`src/rtl/soc_bus_pkg.sv`:
```
// rtl/soc_bus_pkg.sv - shared types and constants for the CPU memory bus decoder
package soc_bus_pkg;

    localparam int unsigned MAX_NUM_DEV = 8;
    localparam int unsigned MAX_TIMEOUT = 65535;

    // Read data returned when a selected device never answers.
    localparam logic [31:0] ERR_RDATA = 32'hDEAD_BEEF;

    typedef enum logic [1:0] {
        IDLE  = 2'd0,
        ISSUE = 2'd1,
        WAIT  = 2'd2,
        RESP  = 2'd3
    } bus_state_e;

    function automatic int unsigned idx_width(input int unsigned n);
        return (n > 1) ? $clog2(n) : 1;
    endfunction

endpackage

```
`src/rtl/addr_region_match.sv`:
```
// rtl/addr_region_match.sv - priority encoder picking the lowest-index region that claims an address
module addr_region_match
    import soc_bus_pkg::*;
#(
    parameter int unsigned               NUM_DEV  = 4,
    parameter logic [NUM_DEV*32-1:0]     DEV_BASE = {32'h0004_0000, 32'h0003_0000,
                                                     32'h0002_0000, 32'h0001_0000},
    parameter logic [NUM_DEV*32-1:0]     DEV_MASK = {4{32'hFFFF_0000}},
    parameter int unsigned               IDX_W    = idx_width(NUM_DEV)
) (
    input  logic [31:0]      addr,
    output logic             hit,
    output logic [IDX_W-1:0] idx
);

    // Scan from the top down so the lowest matching index is written last and wins.
    always_comb begin
        hit = 1'b0;
        idx = '0;
        for (int i = int'(NUM_DEV) - 1; i >= 0; i--) begin
            if ((addr & DEV_MASK[i*32 +: 32]) == DEV_BASE[i*32 +: 32]) begin
                hit = 1'b1;
                idx = IDX_W'(i);
            end
        end
    end

endmodule

```
`src/rtl/mem_bus_decoder.sv`:
```
// rtl/mem_bus_decoder.sv - single-outstanding CPU bus to NUM_DEV device decoder with timeout
module mem_bus_decoder
    import soc_bus_pkg::*;
#(
    parameter int unsigned               NUM_DEV  = 4,
    parameter logic [NUM_DEV*32-1:0]     DEV_BASE = {32'h0004_0000, 32'h0003_0000,
                                                     32'h0002_0000, 32'h0001_0000},
    parameter logic [NUM_DEV*32-1:0]     DEV_MASK = {4{32'hFFFF_0000}},
    parameter int unsigned               TIMEOUT  = 255
) (
    input  logic                    axi_aclk_i,
    input  logic                    axi_aresetn_i,

    input  logic                    mem_valid_i,
    input  logic                    mem_wen_i,
    input  logic [31:0]             mem_addr_i,
    input  logic [31:0]             mem_wdata_i,
    input  logic [3:0]              mem_strb_i,
    output logic [31:0]             mem_rdata_o,
    output logic                    mem_done_o,
    output logic                    mem_err_o,

    output logic [NUM_DEV-1:0]      dev_valid_o,
    output logic                    dev_wen_o,
    output logic [31:0]             dev_addr_o,
    output logic [31:0]             dev_wdata_o,
    output logic [3:0]              dev_strb_o,
    input  logic [NUM_DEV*32-1:0]   dev_rdata_i,
    input  logic [NUM_DEV-1:0]      dev_done_i
);

    localparam int unsigned      IDX_W     = idx_width(NUM_DEV);
    localparam int unsigned      CNT_W     = $clog2(TIMEOUT + 1);
    localparam logic [CNT_W-1:0] CNT_LIMIT = CNT_W'(TIMEOUT);

    if (NUM_DEV == 0 || NUM_DEV > MAX_NUM_DEV) begin : g_bad_num_dev
        $error("mem_bus_decoder: NUM_DEV must be 1..%0d", MAX_NUM_DEV);
    end
    if (TIMEOUT == 0 || TIMEOUT > MAX_TIMEOUT) begin : g_bad_timeout
        $error("mem_bus_decoder: TIMEOUT must be 1..%0d", MAX_TIMEOUT);
    end

    bus_state_e             state_q, state_d;
    logic [CNT_W-1:0]       cnt_q, cnt_d;
    logic [CNT_W-1:0]       cnt_inc;
    logic [IDX_W-1:0]       sel_q, sel_d;
    logic [31:0]            resp_data_q, resp_data_d;
    logic                   resp_err_q, resp_err_d;
    logic [NUM_DEV-1:0]     dev_valid_d;
    logic                   done_d;
    logic                   load_req;

    logic                   hit;
    logic [IDX_W-1:0]       hit_idx;
    logic                   sel_done;
    logic [31:0]            sel_rdata;

    addr_region_match #(
        .NUM_DEV  (NUM_DEV),
        .DEV_BASE (DEV_BASE),
        .DEV_MASK (DEV_MASK),
        .IDX_W    (IDX_W)
    ) u_match (
        .addr (mem_addr_i),
        .hit  (hit),
        .idx  (hit_idx)
    );

    // Only the selected device's completion and data are ever looked at.
    always_comb begin
        sel_done  = 1'b0;
        sel_rdata = '0;
        for (int i = 0; i < int'(NUM_DEV); i++) begin
            if (sel_q == IDX_W'(i)) begin
                sel_done  = dev_done_i[i];
                sel_rdata = dev_rdata_i[i*32 +: 32];
            end
        end
    end

    assign cnt_inc = cnt_q + 1'b1;

    always_comb begin
        state_d     = state_q;
        cnt_d       = cnt_q;
        sel_d       = sel_q;
        resp_data_d = resp_data_q;
        resp_err_d  = resp_err_q;
        dev_valid_d = '0;
        done_d      = 1'b0;
        load_req    = 1'b0;

        case (state_q)
            IDLE: begin
                if (mem_valid_i) begin
                    load_req = 1'b1;
                    if (hit) begin
                        state_d = ISSUE;
                        sel_d   = hit_idx;
                        for (int i = 0; i < int'(NUM_DEV); i++) begin
                            dev_valid_d[i] = (hit_idx == IDX_W'(i));
                        end
                    end else begin
                        state_d     = RESP;
                        resp_data_d = '0;
                        resp_err_d  = 1'b1;
                    end
                end
            end

            ISSUE: begin
                state_d = WAIT;
                cnt_d   = '0;
            end

            // A completion in the expiry cycle still counts as a normal answer.
            WAIT: begin
                if (sel_done) begin
                    state_d     = RESP;
                    resp_data_d = dev_wen_o ? 32'h0 : sel_rdata;
                    resp_err_d  = 1'b0;
                end else if (cnt_inc == CNT_LIMIT) begin
                    state_d     = RESP;
                    resp_data_d = ERR_RDATA;
                    resp_err_d  = 1'b1;
                end else begin
                    cnt_d = cnt_inc;
                end
            end

            RESP: begin
                state_d = IDLE;
                done_d  = 1'b1;
            end

            default: begin
                state_d = IDLE;
            end
        endcase
    end

    always_ff @(posedge axi_aclk_i or negedge axi_aresetn_i) begin
        if (!axi_aresetn_i) begin
            state_q     <= IDLE;
            cnt_q       <= '0;
            sel_q       <= '0;
            resp_data_q <= '0;
            resp_err_q  <= 1'b0;
            dev_valid_o <= '0;
            dev_wen_o   <= 1'b0;
            dev_addr_o  <= '0;
            dev_wdata_o <= '0;
            dev_strb_o  <= '0;
            mem_done_o  <= 1'b0;
            mem_err_o   <= 1'b0;
            mem_rdata_o <= '0;
        end else begin
            state_q     <= state_d;
            cnt_q       <= cnt_d;
            sel_q       <= sel_d;
            resp_data_q <= resp_data_d;
            resp_err_q  <= resp_err_d;
            dev_valid_o <= dev_valid_d;
            mem_done_o  <= done_d;
            if (load_req) begin
                dev_wen_o   <= mem_wen_i;
                dev_addr_o  <= mem_addr_i;
                dev_wdata_o <= mem_wdata_i;
                dev_strb_o  <= mem_strb_i;
            end
            if (done_d) begin
                mem_rdata_o <= resp_data_q;
                mem_err_o   <= resp_err_q;
            end
        end
    end

endmodule
```
`config.mk`:
```
export PLATFORM = sky130hd
export DESIGN_NAME = mem_bus_decoder
export DESIGN_NICKNAME = d
export VERILOG_FILES = /design/src/rtl/soc_bus_pkg.sv /design/src/rtl/addr_region_match.sv /design/src/rtl/mem_bus_decoder.sv
export SDC_FILE = /design/constraint.sdc
export NUM_CORES = 1
export LEC_CHECK = 0
export CELL_PAD_IN_SITES_DETAIL_PLACEMENT = 1
export CELL_PAD_IN_SITES_GLOBAL_PLACEMENT = 1
export CORE_MARGIN = 3
export CORE_UTILIZATION = 28
export CTS_BUF_LIST = sky130_fd_sc_hd__clkbuf_4 sky130_fd_sc_hd__clkbuf_8
export CTS_CLUSTER_DIAMETER = 120
export DETAILED_ROUTE_END_ITERATION = 7
export PLACE_DENSITY = 0.8
export SYNTH_ARGS = -nofsm -noshare
export SYNTH_HDL_FRONTEND = slang
export SYNTH_SLANG_ARGS = --single-unit
```
`constraint.sdc`:
```
create_clock -name axi_aclk_i -period 2.5 [get_ports axi_aclk_i]
set_clock_uncertainty 0.05 [all_clocks]
set_input_delay 0.5 -clock axi_aclk_i [delete_from_list [all_inputs] [get_ports axi_aclk_i]]
set_output_delay 0.5 -clock axi_aclk_i [all_outputs]
set_load 0.005 [all_outputs]
```
# Word level (Yosys, flattened, before mapping)
# Index checks and enable logic that the tools add are counted.
[totals]
register_bits = 152
inputBits = 204
output_inout_bits = 107
elab_cells = 83
[classes]
n_addsub = 1
n_eq_ne = 19
mux = 41
reduce_logical = 9
[op_table]
columns = ["operator", "n"]
rows = [
  ["two-way mux 32 bit", 9],
  ["one-hot mux 32 bit (2 select lines)", 1],
  ["equality test 16 x 2 -> 1 bit, second input constant", 2],
  ["equality test 16 x 1 -> 1 bit, second input constant", 1],
  ["equality test 16 x 3 -> 1 bit, second input constant", 1],
  ["two-way mux 2 bit", 8],
  ["two-way mux 8 bit", 2],
  ["one-hot mux 8 bit (2 select lines)", 1],
  ["two-way mux 1 bit", 15],
  ["equality test 2 bit, second input constant", 6],
  ["two-way mux 4 bit", 3],
  ["adder 8 x 1 -> 8 bit, second input constant", 1],
  ["equality test 8 bit, second input constant", 1],
  ["inequality test 2 bit, second input constant", 4],
  ["one-hot mux 2 bit (4 select lines)", 1],
  ["equality test 2 x 1 -> 1 bit, second input constant", 3],
  ["logical NOT 2 bit", 3],
  ["AND reduction 3 bit", 2],
  ["AND reduction 4 bit", 1],
  ["nonzero test 2 bit", 2],
  ["inequality test 3 bit, second input constant", 1],
  ["one-hot mux 1 bit (2 select lines)", 1],
  ["AND reduction 2 bit", 1],
]

# Depth between registers and ports, before layout
[logic_depth]
word_depth = 9
ltp_mapped = 8
mapped_depth_nobuf = 7

# Hierarchy
# Synthesis repeated with hierarchy kept, for this count alone.
[unflattened]
hier_cells = 496
area_unflattened_um2 = 6955.4
[modules_own_cells]
columns = ["module", "instances", "cells_each", "area_per_inst_um2", "seq_area_each_um2"]
rows = [
  ["mem_bus_decoder", 1, 483, 6869.1, 3803.6],
  ["addr_region_match", 1, 13, 86.3, 0.0],
]

# Worst setup path before layout
# Ideal clock, no wire load.
[synth_timing]
path_type = "flip-flop to flip-flop"
from = "reg sel_q[0]"
to = "reg resp_data_q[30]"
setup_ns = 0.129
t_arrival_ns = 1.880
t_required_ns = 2.321
path_slack_ns = 0.440
stages_incl_launch_ff = 8
n_path_buf = 2
period_less_slack_ns = 2.060
path_cell_list = "dfrtp_1 -> buf_2 -> mux4_2 -> nor2b_1 -> o31a_4 -> nor2_8 -> buf_12 -> a2bb2oi_2"
[synth_between]
elab_chain_cells = 8
word_cells_on_any_way = 17
classes_between = "4 x eq/ne; 11 x mux; 2 x reduce/logical"
[synth_rtl]
columns = ["element", "line", "text"]
rows = [
  ["from (decl)", "mem_bus_decoder.sv:46", "logic [IDX_W-1:0] sel_q, sel_d;"],
  ["from (signal assigned)", "mem_bus_decoder.sv:160", "sel_q <= sel_d;"],
  ["logical NOT 2 bit", "mem_bus_decoder.sv:74", "if (sel_q == IDX_W'(i)) begin"],
  ["two-way mux 32 bit (4 in a row)", "mem_bus_decoder.sv:74", ""],
  ["two-way mux 32 bit", "mem_bus_decoder.sv:120", "resp_data_d = dev_wen_o ? 32'h0 : sel_rdata;"],
  ["two-way mux 32 bit", "mem_bus_decoder.sv:118", "if (sel_done) begin"],
  ["one-hot mux 32 bit (2 select lines)", "mem_bus_decoder.sv:93", "case (state_q)"],
  ["to (signal assigned)", "mem_bus_decoder.sv:161", "resp_data_q <= resp_data_d;"],
  ["to (decl)", "mem_bus_decoder.sv:47", "logic [31:0] resp_data_q, resp_data_d;"],
]
# Parallel ways exist; a longest one is shown, timed or not.
# A chain may end at the register's enable or synchronous reset.

# Worst setup path in the final report
[layout_timing]
from = "reg cnt_q[2]"
to = "reg resp_data_q[0]"
[layout_between]
elab_chain_cells = 4
[layout_rtl]
columns = ["element", "line", "text"]
rows = [
  ["from (decl)", "mem_bus_decoder.sv:44", "logic [CNT_W-1:0] cnt_q, cnt_d;"],
  ["from (signal assigned)", "mem_bus_decoder.sv:159", "cnt_q <= cnt_d;"],
  ["adder 8 x 1 -> 8 bit", "mem_bus_decoder.sv:81", "assign cnt_inc = cnt_q + 1'b1;"],
  ["equality test 8 bit", "mem_bus_decoder.sv:122", "end else if (cnt_inc == CNT_LIMIT) begin"],
  ["inequality test 3 bit (no line)", "-", ""],
  ["AND reduction 4 bit (no line)", "-", ""],
]
# No other way between the ends.

==> impl_metrics.env <==
export IMPL_final_layout_size_suffix_gt1_share_pct=28.1
export IMPL_leakage_nw=4.47
export IMPL_rr_startpoint="cnt_q[2]"
export IMPL_drt_initial_drc_count=122
export IMPL_met1Wirelength_um=8760
export IMPL_cts_buffers=17
export IMPL_worstPathMaxFanout=24
export IMPL_place_ws_ps=-311
export IMPL_core_sq_mm=0.0244
export IMPL_top_layer="met5"
export IMPL_place_congestion=0.727
export IMPL_grt_total_usage_pct=16.4
export IMPL_required_ps=2810
export IMPL_vias_per_cell=4.65
export IMPL_yosysTopAreaCell="dfrtp_1"
export IMPL_drv_slew=0
export IMPL_clock_path_buffers=2
export IMPL_seqCellArea_sq_mm=0.00381
export IMPL_antenna_found_initial=3
export IMPL_drt_total_wl_um=22600
export IMPL_syn_nets=680
export IMPL_start_kind="flip-flop"
export IMPL_final_cells=1132
export IMPL_synth_commonest_cells="dfrtp_1 (152), mux2_2 (102), mux4_2 (33), nand2_1 (30), a2bb2oi_2 (20)"
export IMPL_syn2layout_area_growth_pct=58.5
export IMPL_setup_viol=0
export IMPL_status="finished, final reports clean"
export IMPL_ios=311
export IMPL_end_kind="flip-flop"
export IMPL_hold_start="resp_data_q[17]"
export IMPL_period_minus_slack_ps=2300
export IMPL_crit_path_start="cnt_q[2]"
export IMPL_layout_setup_ws_ps=198
export IMPL_hold_viol_final=0
export IMPL_critPathKind="reg -> reg"
export IMPL_synth_area_sq_mm=0.00699
export IMPL_clock_root_buffer="clkbuf_8"
export IMPL_ant_nets=0
export IMPL_fmax_mhz=434
export IMPL_cts_sinks=152
export IMPL_arrival_ps=2620
export IMPL_yosys_warnings=0
export IMPL_ys_seq_area_share_pct=54.5
export IMPL_synth_top_cell_area_share_pct=54.5
export IMPL_synth_edf_count=0
export IMPL_relSlewSlack_pct=52.7
export IMPL_grt_pass1_wl_um=33600
export IMPL_power_density_mw_per_mm2=1060
export IMPL_post_cts_buffers=0
export IMPL_met2_length_um=11400
export IMPL_finalCritPeriodShare_pct=92.1
export IMPL_syn_area_per_cell_sq_um=14.9
export IMPL_hold_path_class="reg -> reg"
export IMPL_fin_area_sq_mm=0.0111
export IMPL_die_h_um=164
export IMPL_drv_cap=0
export IMPL_wl_per_cell_um=20.0
export IMPL_grt_max_degree=61
export IMPL_first_global_vias=5884
export IMPL_met3_length_um=2180
export IMPL_syn_inst=470
export IMPL_dr_pass1_iters=4
export IMPL_initial_core_util_pct=28.6
export IMPL_hpwl_um=17000
export IMPL_io_buffers=310
export IMPL_tightest_slew_ps=710
export IMPL_ys_seq_elements=152
export IMPL_num_vias=5266
export IMPL_synthArstFlopShare_pct=100
export IMPL_insertion_delay_ps=440
export IMPL_chipWidth_um=164
export IMPL_synth_ff_type="dfrtp_1"
export IMPL_antenna_cells=0
export IMPL_num_rows=57
export IMPL_htreeDepth=4
export IMPL_yosysUniqueCellTypes=43
export IMPL_cts_tree="done"
export IMPL_path_clk_slew_ps=90
export IMPL_ir_drop_uv=468
export IMPL_dp_cells=1098
export IMPL_placed_area_sq_mm=0.0106
export IMPL_grt_setup_unrepaired="no"
export IMPL_grt_overflow_total=0
export IMPL_multi_input_area_sq_mm=0.00302
export IMPL_nFillCells=2523
export IMPL_ys_top_cells_by_area="dfrtp_1 (54%), mux2_2 (16%), mux4_2 (11%)"
export IMPL_drc=0
export IMPL_synth_most_common_cell="dfrtp_1"
export IMPL_die_area_sq_mm=0.0269
export IMPL_nNetsFinal=1005
## timing repair
item / 4_1_cts / 5_1_grt
hold buffers: 1 / 0
endpoints found under the setup margin: 0 / 4
endpoints found under the hold margin: 46 / 0
gates resized for setup: 0 / 2
## critical path, cell delays in order (launching register included)
cell       delay (ps)
dfrtp_1           470
nand3_2           100
or2_0             230
a211o_1           360
o31a_4            390
nor2_8            420
a2bb2oi_1         190
## layout by cell type, fill, tap and decap left out, types with 2 or more instances in the layout
master	synthesis	layout
clkdlybuf4s50_1	0	309
dfrtp_1	152	150
mux2_2	102	102
mux4_2	33	33
nand2_1	30	29
a2bb2oi_2	20	20
buf_4	0	18
clkbuf_8	0	17
inv_1	11	11
nand3_1	8	8
o2bb2ai_1	8	8
nor2_1	8	7
a21oi_1	7	7
o21ai_0	7	7
nand2b_1	6	6
buf_12	2	5
a2bb2oi_1	4	4
ha_1	6	4
clkinvlp_4	0	4
inv_6	0	4
bufinv_16	0	4
xor2_1	3	3
a21o_1	3	3
nor4_1	2	2
nor3_1	2	2
nand4_1	2	2
nor4b_1	2	2
and2_1	2	2
and3_2	2	2
xnor2_1	2	2
nor2b_1	3	2
a31oi_1	2	2
nor2_4	0	2
ha_2	0	2
clkbuf_4	0	2
dfrtp_2	0	2
## area by class of cell
cell class,count,share of cell area (%)
Sequential cell,152,34.4
Timing Repair Buffer,334,30.3
Multi-Input combinational cell,279,27.3
Tap cell,324,3.66
Clock buffer,19,2.25
Clock inverter,13,1.75
Inverter,11,0.373
## registers in the layout, summed over array words and instances, names as in the netlist, 2 cells and up
signal	count
mem_rdata_o	32
sel_q	2
dev_strb_o	4
dev_wdata_o	32
cnt_q	8
state_q	2
dev_valid_o	4
resp_data_q	32
dev_addr_o	32
## worst paths after layout
path | end | cells past startpoint | slack (ps)
min in group asynchronous | mem_rdata_o[12] | 2 | 550
worst max register to register | resp_data_q[0] | 6 | 200
worst max-delay path | resp_data_q[0] | 6 | 200
worst min-delay path | resp_data_q[17] | 1 | 440
max in group asynchronous | dev_wdata_o[10] | 3 | 1180
worst min register to register | resp_data_q[17] | 1 | 440
## power by group
| part | leakage [nW] | total [W] | internal [W] | switching, W |
|---|---|---|---|---|
| combinational | 2.41 | 0.00530 | 0.00339 | 0.00191 |
| sequential | 1.85 | 0.00430 | 0.00362 | 0.000677 |
| clock | 0.211 | 0.00214 | 0.00113 | 0.00102 |
## metrics by stage
stage	utilization (%)	TNS, ps	total power, W	hold slack, ps
floorplan	-	0	0.00678	154
global placement	43.5	-5530	0.00950	415
detailed placement	43.5	-6530	0.00970	420
CTS	45.3	0	0.0119	445
global route	45.4	0	0.0125	466
finish	45.4	0	0.0117	437
## metal layers
metal,GRT usage [%],vias to the layer above
met4,4.11,4
li1,-,2375
met1,18.8,2658
met5,0,-
met3,6.48,18
met2,28.8,211
## cells by family (layout without fill, tap and decap cells)
family / count (synthesis) / in the layout / synth area share (%)
flip-flops: 152 / 152 / 54.5
multiplexers: 136 / 136 / 27.2
AND/OR/NAND/NOR: 74 / 75 / 5.53
AO/OA/AOI/OAI: 57 / 57 / 8.35
buffers and inverters: 40 / 377 / 2.74
adder cells (fa/ha/maj): 6 / 6 / 1.07
XOR/XNOR: 5 / 5 / 0.627
No activity file was read; power rests on OpenSTA's default activity.
==> variant 1 (same flow settings) <==
Make the reset (`axi_aresetn_i`) synchronous in one clocked block.
--- a/src/rtl/mem_bus_decoder.sv
+++ b/src/rtl/mem_bus_decoder.sv
@@ -141,3 +141,3 @@
 
-    always_ff @(posedge axi_aclk_i or negedge axi_aresetn_i) begin
+    always_ff @(posedge axi_aclk_i) begin
         if (!axi_aresetn_i) begin
Function: differs if axi_aresetn_i is asserted again (counterexample within 4 cycles, from zero or initial values and one cycle with axi_aresetn_i low); with axi_aresetn_i held inactive, the same outputs for 4 cycles.
==> variant 1 against the original RTL <==
- cell area is 6.3% lower
- synthesized area decreased by 6.6%
- wire length rose by 2.7%
- critical endpoint is now resp_data_q[31]$_SDFFE_PN0P_
- utilization up 0.15 points
- worst setup slack worse by 36 ps
- critical path depth rose by 1
- sequential cell count unchanged
- die area is 6.3% lower
Power is not compared: it rests on default switching activity, and its combinational part moved more than twofold at a synthesized area within 25%.
==> variant 1: results (changes against the original RTL) <==
stage;metric;value;unit;change
status;status;completed;;unchanged
timing;max_slew_margin;0.502;;was 0.527
hold_path;hp-start;dev_addr_o[15]$_SDFFE_PN0P_;;was resp_data_q[17]$_DFFE_PN0P_
logic_synthesis;synthesis.nets;897;;was 680
placed_design;dp_hpwl;17600;um;was 17000 um
setup_path;critical_path_arrival;2630;ps;was 2620 ps
pwr;p_leak;3.65;nW;
placed_design;portBuffers;310;;unchanged
clock_tree;cts-root-buf;clkbuf_8;;unchanged
setup_path;path_delay_family;simple AND/OR/NAND/NOR gates;;was compound AO/OA/AOI/OAI gates
drt;dr.first_iter.drc_count;177;;was 122
logic_synthesis;synth_common_cells;nand2_1 (154), dfxtp_1 (152), a21oi_1 (73), nor2_1 (42), clkbuf_1 (36);;was dfrtp_1 (152), mux2_2 (102), mux4_2 (33), nand2_1 (30), a2bb2oi_2 (20)
setup_path;cpMaxStageDelayCell;dfxtp_1;;was dfrtp_1
drt;dr.pass1.iters;6;;was 4
logic_synthesis;yosysSeqAreaShare;0.466;;was 0.545
logic_synthesis;ys_warn_count;0;;unchanged
clock_tree;clk_pin_slew;90;ps;about the same
drt;routed_wl;23200;um;was 22600 um
logic_synthesis;synth-async-reset-ratio;0;;was 1.00
global_routing;grt_use_total;0.175;;was 0.164
setup_path;cp_max_fo;14;;was 24
clock_tree;cts_resized;0;;unchanged
drt;routed_via_density;4.71;;was 4.65
pwr;irDropWorstVdd;389;uV;
hold_path;min_path_type;flip-flop to flip-flop;;unchanged
setup_path;max_stage_delay;420;ps;was 470 ps
pwr;p_switching;2.49;mW;
clock_tree;cts_inserted_buffers;17;;unchanged
global_routing;grt_max_degree;70;;was 61
placed_design;gp_congestion;0.767;;was 0.727
setup_path;rr_startpoint;cnt_q[0]$_SDFFE_PN0P_;;was cnt_q[2]$_DFFE_PN0P_
finish;drive_gt1_frac;0.106;;was 0.281
clock_tree;htreeDepth;4;;unchanged
finish;fill_cells;2588;;was 2523
global_routing;antenna_found_initial;1;;was 3
clock_tree;clock_path_buffers;2;;unchanged
finish;nNetsFinal;1199;;was 1005
logic_synthesis;synth.distinct_cells;43;;unchanged
global_routing;grt_pass1_wl;34600;um;was 33600 um
logic_synthesis;synth_flop_cell;dfxtp_1;;was dfrtp_1
clock_tree;clkLatencyLatePin;440;ps;about the same
logic_synthesis;synth_area_leaders;dfxtp_1 (47%), mux4_2 (11%), nand2_1 (8.9%), a21oi_1 (5.6%), mux2i_1 (5.2%);;was dfrtp_1 (54%), mux2_2 (16%), mux4_2 (11%), a2bb2oi_2 (4.3%), nand2_1 (1.6%)
setup_path;worstSetupStartpointType;flip-flop;;unchanged
global_routing;grt_pass1_vias;6622;;was 5884
clock_tree;cts_setup_buffers;0;;unchanged
[variant 1: cell count changes after synthesis, moves of 17 or more]
| cell | unedited run | this run |
|---|---|---|
| dfrtp_1 | 152 | 0 |
| dfxtp_1 | 0 | 152 |
| nand2_1 | 30 | 154 |
| mux2_2 | 102 | 0 |
| a21oi_1 | 7 | 73 |
| nor2_1 | 8 | 42 |
| mux2i_1 | 1 | 34 |
| nor2b_1 | 3 | 25 |
| o221a_1 | 0 | 22 |
| a2bb2oi_2 | 20 | 0 |
| clkbuf_1 | 19 | 36 |
[variant 1: final timing paths]
kind | slack (ps) | depth (start not counted) | endpoint
max reg2reg | 160 | 7 | resp_data_q[31]$_SDFFE_PN0P_
max | 160 | 7 | resp_data_q[31]$_SDFFE_PN0P_
min | 410 | 2 | dev_addr_o[15]$_SDFFE_PN0P_
min reg2reg | 410 | 2 | dev_addr_o[15]$_SDFFE_PN0P_
[variant 1: layer usage]
layer | track usage | up-vias | part of all wire | wire length, um
li1 | - | 2980 | - | -
met1 | 0.196 | 2963 | 0.40 | 9290
met2 | 0.301 | 220 | 0.48 | 11200
met3 | 0.0750 | 24 | 0.10 | 2360
met4 | 0.0524 | 0 | 0.018 | 411
met5 | 0 | - | 0 | 0
[variant 1: final cells by class]
class | instances | share of cell area
clock inverters | 14 | 0.0112
diodes | 1 | 0.000241
clock buffers | 17 | 0.0226
multi-input cells | 466 | 0.309
flip-flops and latches | 152 | 0.294
repair buffers | 336 | 0.320
inverters | 15 | 0.00567
well taps | 313 | 0.0378
[variant 1: cells by family (layout without fill, tap and decap cells)]
group | Yosys count | after routing | share of synthesized area
fa+ha+maj | 7 | 7 | 0.0134
xor+xnor | 5 | 5 | 0.00671
simple gates | 260 | 261 | 0.173
compound gates | 126 | 126 | 0.128
mux | 67 | 67 | 0.166
flops | 152 | 152 | 0.466
buf+inv | 69 | 382 | 0.0466
other cells | 0 | 1 | 0
[variant 1: through the flow]
step / setup slack (ps) / util / hold WS [ps] / area (um2) / instances
2_1_floorplan: 510 / - / 396 / 6530 / 686
3_3_place_gp: -95.9 / 0.439 / 391 / 10000 / 1281
3_5_place_dp: -124 / 0.439 / 396 / 10000 / 1281
4_1_cts: 100 / 0.455 / 408 / 10400 / 1312
5_1_grt: 28.6 / 0.455 / 426 / 10400 / 1314
6_report: 162 / 0.455 / 406 / 10400 / 1314
[variant 1: power by group through the flow]
stage | Combinational [mW] | Sequential, mW | Clock, mW
4_1_cts | 2.53 | 3.09 | 1.79
6_report | 2.51 | 3.08 | 1.73
2_1_floorplan | 1.31 | 3.11 | 0
3_5_place_dp | 2.51 | 3.14 | 0
5_1_grt | 2.76 | 3.14 | 1.90
3_3_place_gp | 2.45 | 3.12 | 0
==> variant 2 (same settings) <==
Made on the original files. `NUM_DEV` is set to 4 in 2 places; all go to 6.
--- a/src/rtl/addr_region_match.sv
+++ b/src/rtl/addr_region_match.sv
@@ -4,3 +4,3 @@
 #(
-    parameter int unsigned               NUM_DEV  = 4,
+    parameter int unsigned               NUM_DEV  = 6,
     parameter logic [NUM_DEV*32-1:0]     DEV_BASE = {32'h0004_0000, 32'h0003_0000,
--- a/src/rtl/mem_bus_decoder.sv
+++ b/src/rtl/mem_bus_decoder.sv
@@ -4,3 +4,3 @@
 #(
-    parameter int unsigned               NUM_DEV  = 4,
+    parameter int unsigned               NUM_DEV  = 6,
     parameter logic [NUM_DEV*32-1:0]     DEV_BASE = {32'h0004_0000, 32'h0003_0000,
Interface: changed (resized dev_done_i, dev_rdata_i and dev_valid_o); port bits go from 311 to 379. The function was not compared with the original's and may differ.
==> variant 2 against the original RTL <==
- wire length up 29%
- cell count up 25%
- worst setup slack better by 12 ps
- sequential cell count up 3
- sequential share of layout area down 3.9 points
- clock power down 8%
- cell area up 15%
- combinational power up 16%
- fmax up 0.51%
- synthesized area up 14%
- power up 6.8%
==> variant 2: results (changes against the original RTL) <==
stage;metric;value;unit;change
global_routing;grt_pass1_wl;45100;um;was 33600 um
setup_path;r2r_end;state_q[1]$_DFFE_PN0P_;;was resp_data_q[0]$_DFFE_PN0P_
placed_design;post_dp_cell_area;12300;um2;was 10600 um2
hold_path;min_path_type;flip-flop to flip-flop;;unchanged
global_routing;antenna_found_initial;0;;was 3
timing;fin_crit;2290;ps;was 2300 ps
hold_path;hp-start;resp_data_q[4]$_DFFE_PN0P_;;was resp_data_q[17]$_DFFE_PN0P_
global_routing;grt_pass1_vias;7745;;was 5884
logic_synthesis;synth.distinct_cells;54;;was 43
status;status;completed;;unchanged
drt;num_vias;6885;;was 5266
drt;dr.first_iter.drc_count;206;;was 122
finish;nNetsFinal;1304;;was 1005
pwr;swShare;0.334;;was 0.307
setup_path;critPathLaunch;cnt_q[1]$_DFFE_PN0P_;;was cnt_q[2]$_DFFE_PN0P_
setup_path;max_stage_delay;450;ps;was 470 ps
setup_path;critical_path_arrival;2560;ps;was 2620 ps
pwr;p_leak;4.96;nW;was 4.47 nW
placed_design;dp_slack;-113;ps;was -311 ps
drt;wire_per_inst;20.6;um;was 20.0 um
logic_synthesis;synth_common_cells;dfrtp_1 (155), mux2_2 (128), nor2_1 (55), clkbuf_1 (36), mux2i_1 (33);;was dfrtp_1 (152), mux2_2 (102), mux4_2 (33), nand2_1 (30), a2bb2oi_2 (20)
pwr;irDropWorstVdd;503;uV;was 468 uV
clock_tree;htreeDepth;4;;unchanged
global_routing;grt_util_met3;0.0769;;was 0.0648
drt;routed_wl;29200;um;was 22600 um
setup_path;cp_max_fo;6;;was 24
setup_path;rr_startpoint;cnt_q[1]$_DFFE_PN0P_;;was cnt_q[2]$_DFFE_PN0P_
placed_design;dp_hpwl;22500;um;was 17000 um
timing;tightest_slew;569;ps;was 710 ps
finish;drive_gt1_frac;0.224;;was 0.281
global_routing;grt_use_total;0.188;;was 0.164
logic_synthesis;yosysSeqAreaShare;0.488;;was 0.545
placed_design;dpl.cell_count;1386;;was 1098
logic_synthesis;ys_warn_count;0;;unchanged
finish;n_antenna_cell;0;;unchanged
placed_design;gp_congestion;0.797;;was 0.727
logic_synthesis;synthesis.nets;926;;was 680
hold_path;hold_end;mem_rdata_o[4]$_DFFE_PN0P_;;was resp_data_q[17]$_DFFE_PN0P_
global_routing;grt_max_degree;55;;was 61
global_routing;grt_use_met2;0.328;;was 0.288
-- variant 2: cell types whose count changed in the layout (fill, tap and decap cells not counted), moves of 20 or more --
cell,before,now
clkdlybuf4s50_1,309,377
nor2_1,7,55
mux2i_1,1,33
o211ai_1,0,29
mux2_2,102,128
mux4_2,33,7
o22a_1,1,25
o21ai_0,7,27
-- variant 2: logic make-up (layout without fill, tap and decap cells) --
| group | Yosys count | after routing | share of synthesized area |
|---|---|---|---|
| mux | 169 | 169 | 0.244 |
| other cells | 1 | 1 | 0.000472 |
| fa+ha+maj | 6 | 6 | 0.00944 |
| compound gates | 146 | 146 | 0.155 |
| simple gates | 103 | 103 | 0.0622 |
| flops | 155 | 155 | 0.488 |
| buf+inv | 67 | 458 | 0.0379 |
| xor+xnor | 3 | 3 | 0.00331 |
-- variant 2: power groups by stage --
stage,Sequential (mW),Combinational [mW],Clock [mW]
final,4.41,6.17,1.97
after global routing,4.56,6.67,2.16
after CTS,4.42,6.28,2.06
after detailed placement,4.47,6.24,0
after global placement,4.40,6.11,0
after floorplan,4.37,3.00,0
-- variant 2: what timing repair did --
item	CTS	global route
resized for setup	0	1
hold buffers	1	0
buffers inserted	0	0
setup endpoints to repair	0	1
endpoints found under the hold margin	49	0
-- variant 2: stage by stage --
step	hold slack (ps)	util	setup TNS, ps
after floorplan	154	-	0
after global placement	437	0.443	-340
after detailed placement	443	0.443	-882
after CTS	460	0.457	0
after global routing	473	0.458	0
final	456	0.458	0
-- variant 2: area by class of cell --
| type | instances | area, um2 | area share |
|---|---|---|---|
| repair buffers | 410 | 4140 | 0.325 |
| flip-flops and latches | 155 | 3880 | 0.305 |
| multi-input cells | 428 | 3790 | 0.297 |
| well taps | 378 | 473 | 0.0371 |
| clock buffers | 17 | 234 | 0.0184 |
| clock inverters | 15 | 168 | 0.0132 |
| inverters | 16 | 60.1 | 0.00471 |
-- variant 2: worst reg2reg max path, delay by kind of cell, from the launching register on --
family                   cells  cell delay [ps]
AO/OA/AOI/OAI                3              870
adder cells (fa/ha/maj)      1              270
flip-flops                   1              450
multiplexers                 1              330
AND/OR/NAND/NOR              1              190
-- variant 2: per-layer routing --
layer | up-vias | wire (um) | share of wire
met3 | 23 | 2660 | 0.091
met5 | - | 0 | 0
met4 | 0 | 418 | 0.014
met1 | 3409 | 11800 | 0.40
li1 | 3169 | - | -
met2 | 284 | 14300 | 0.49
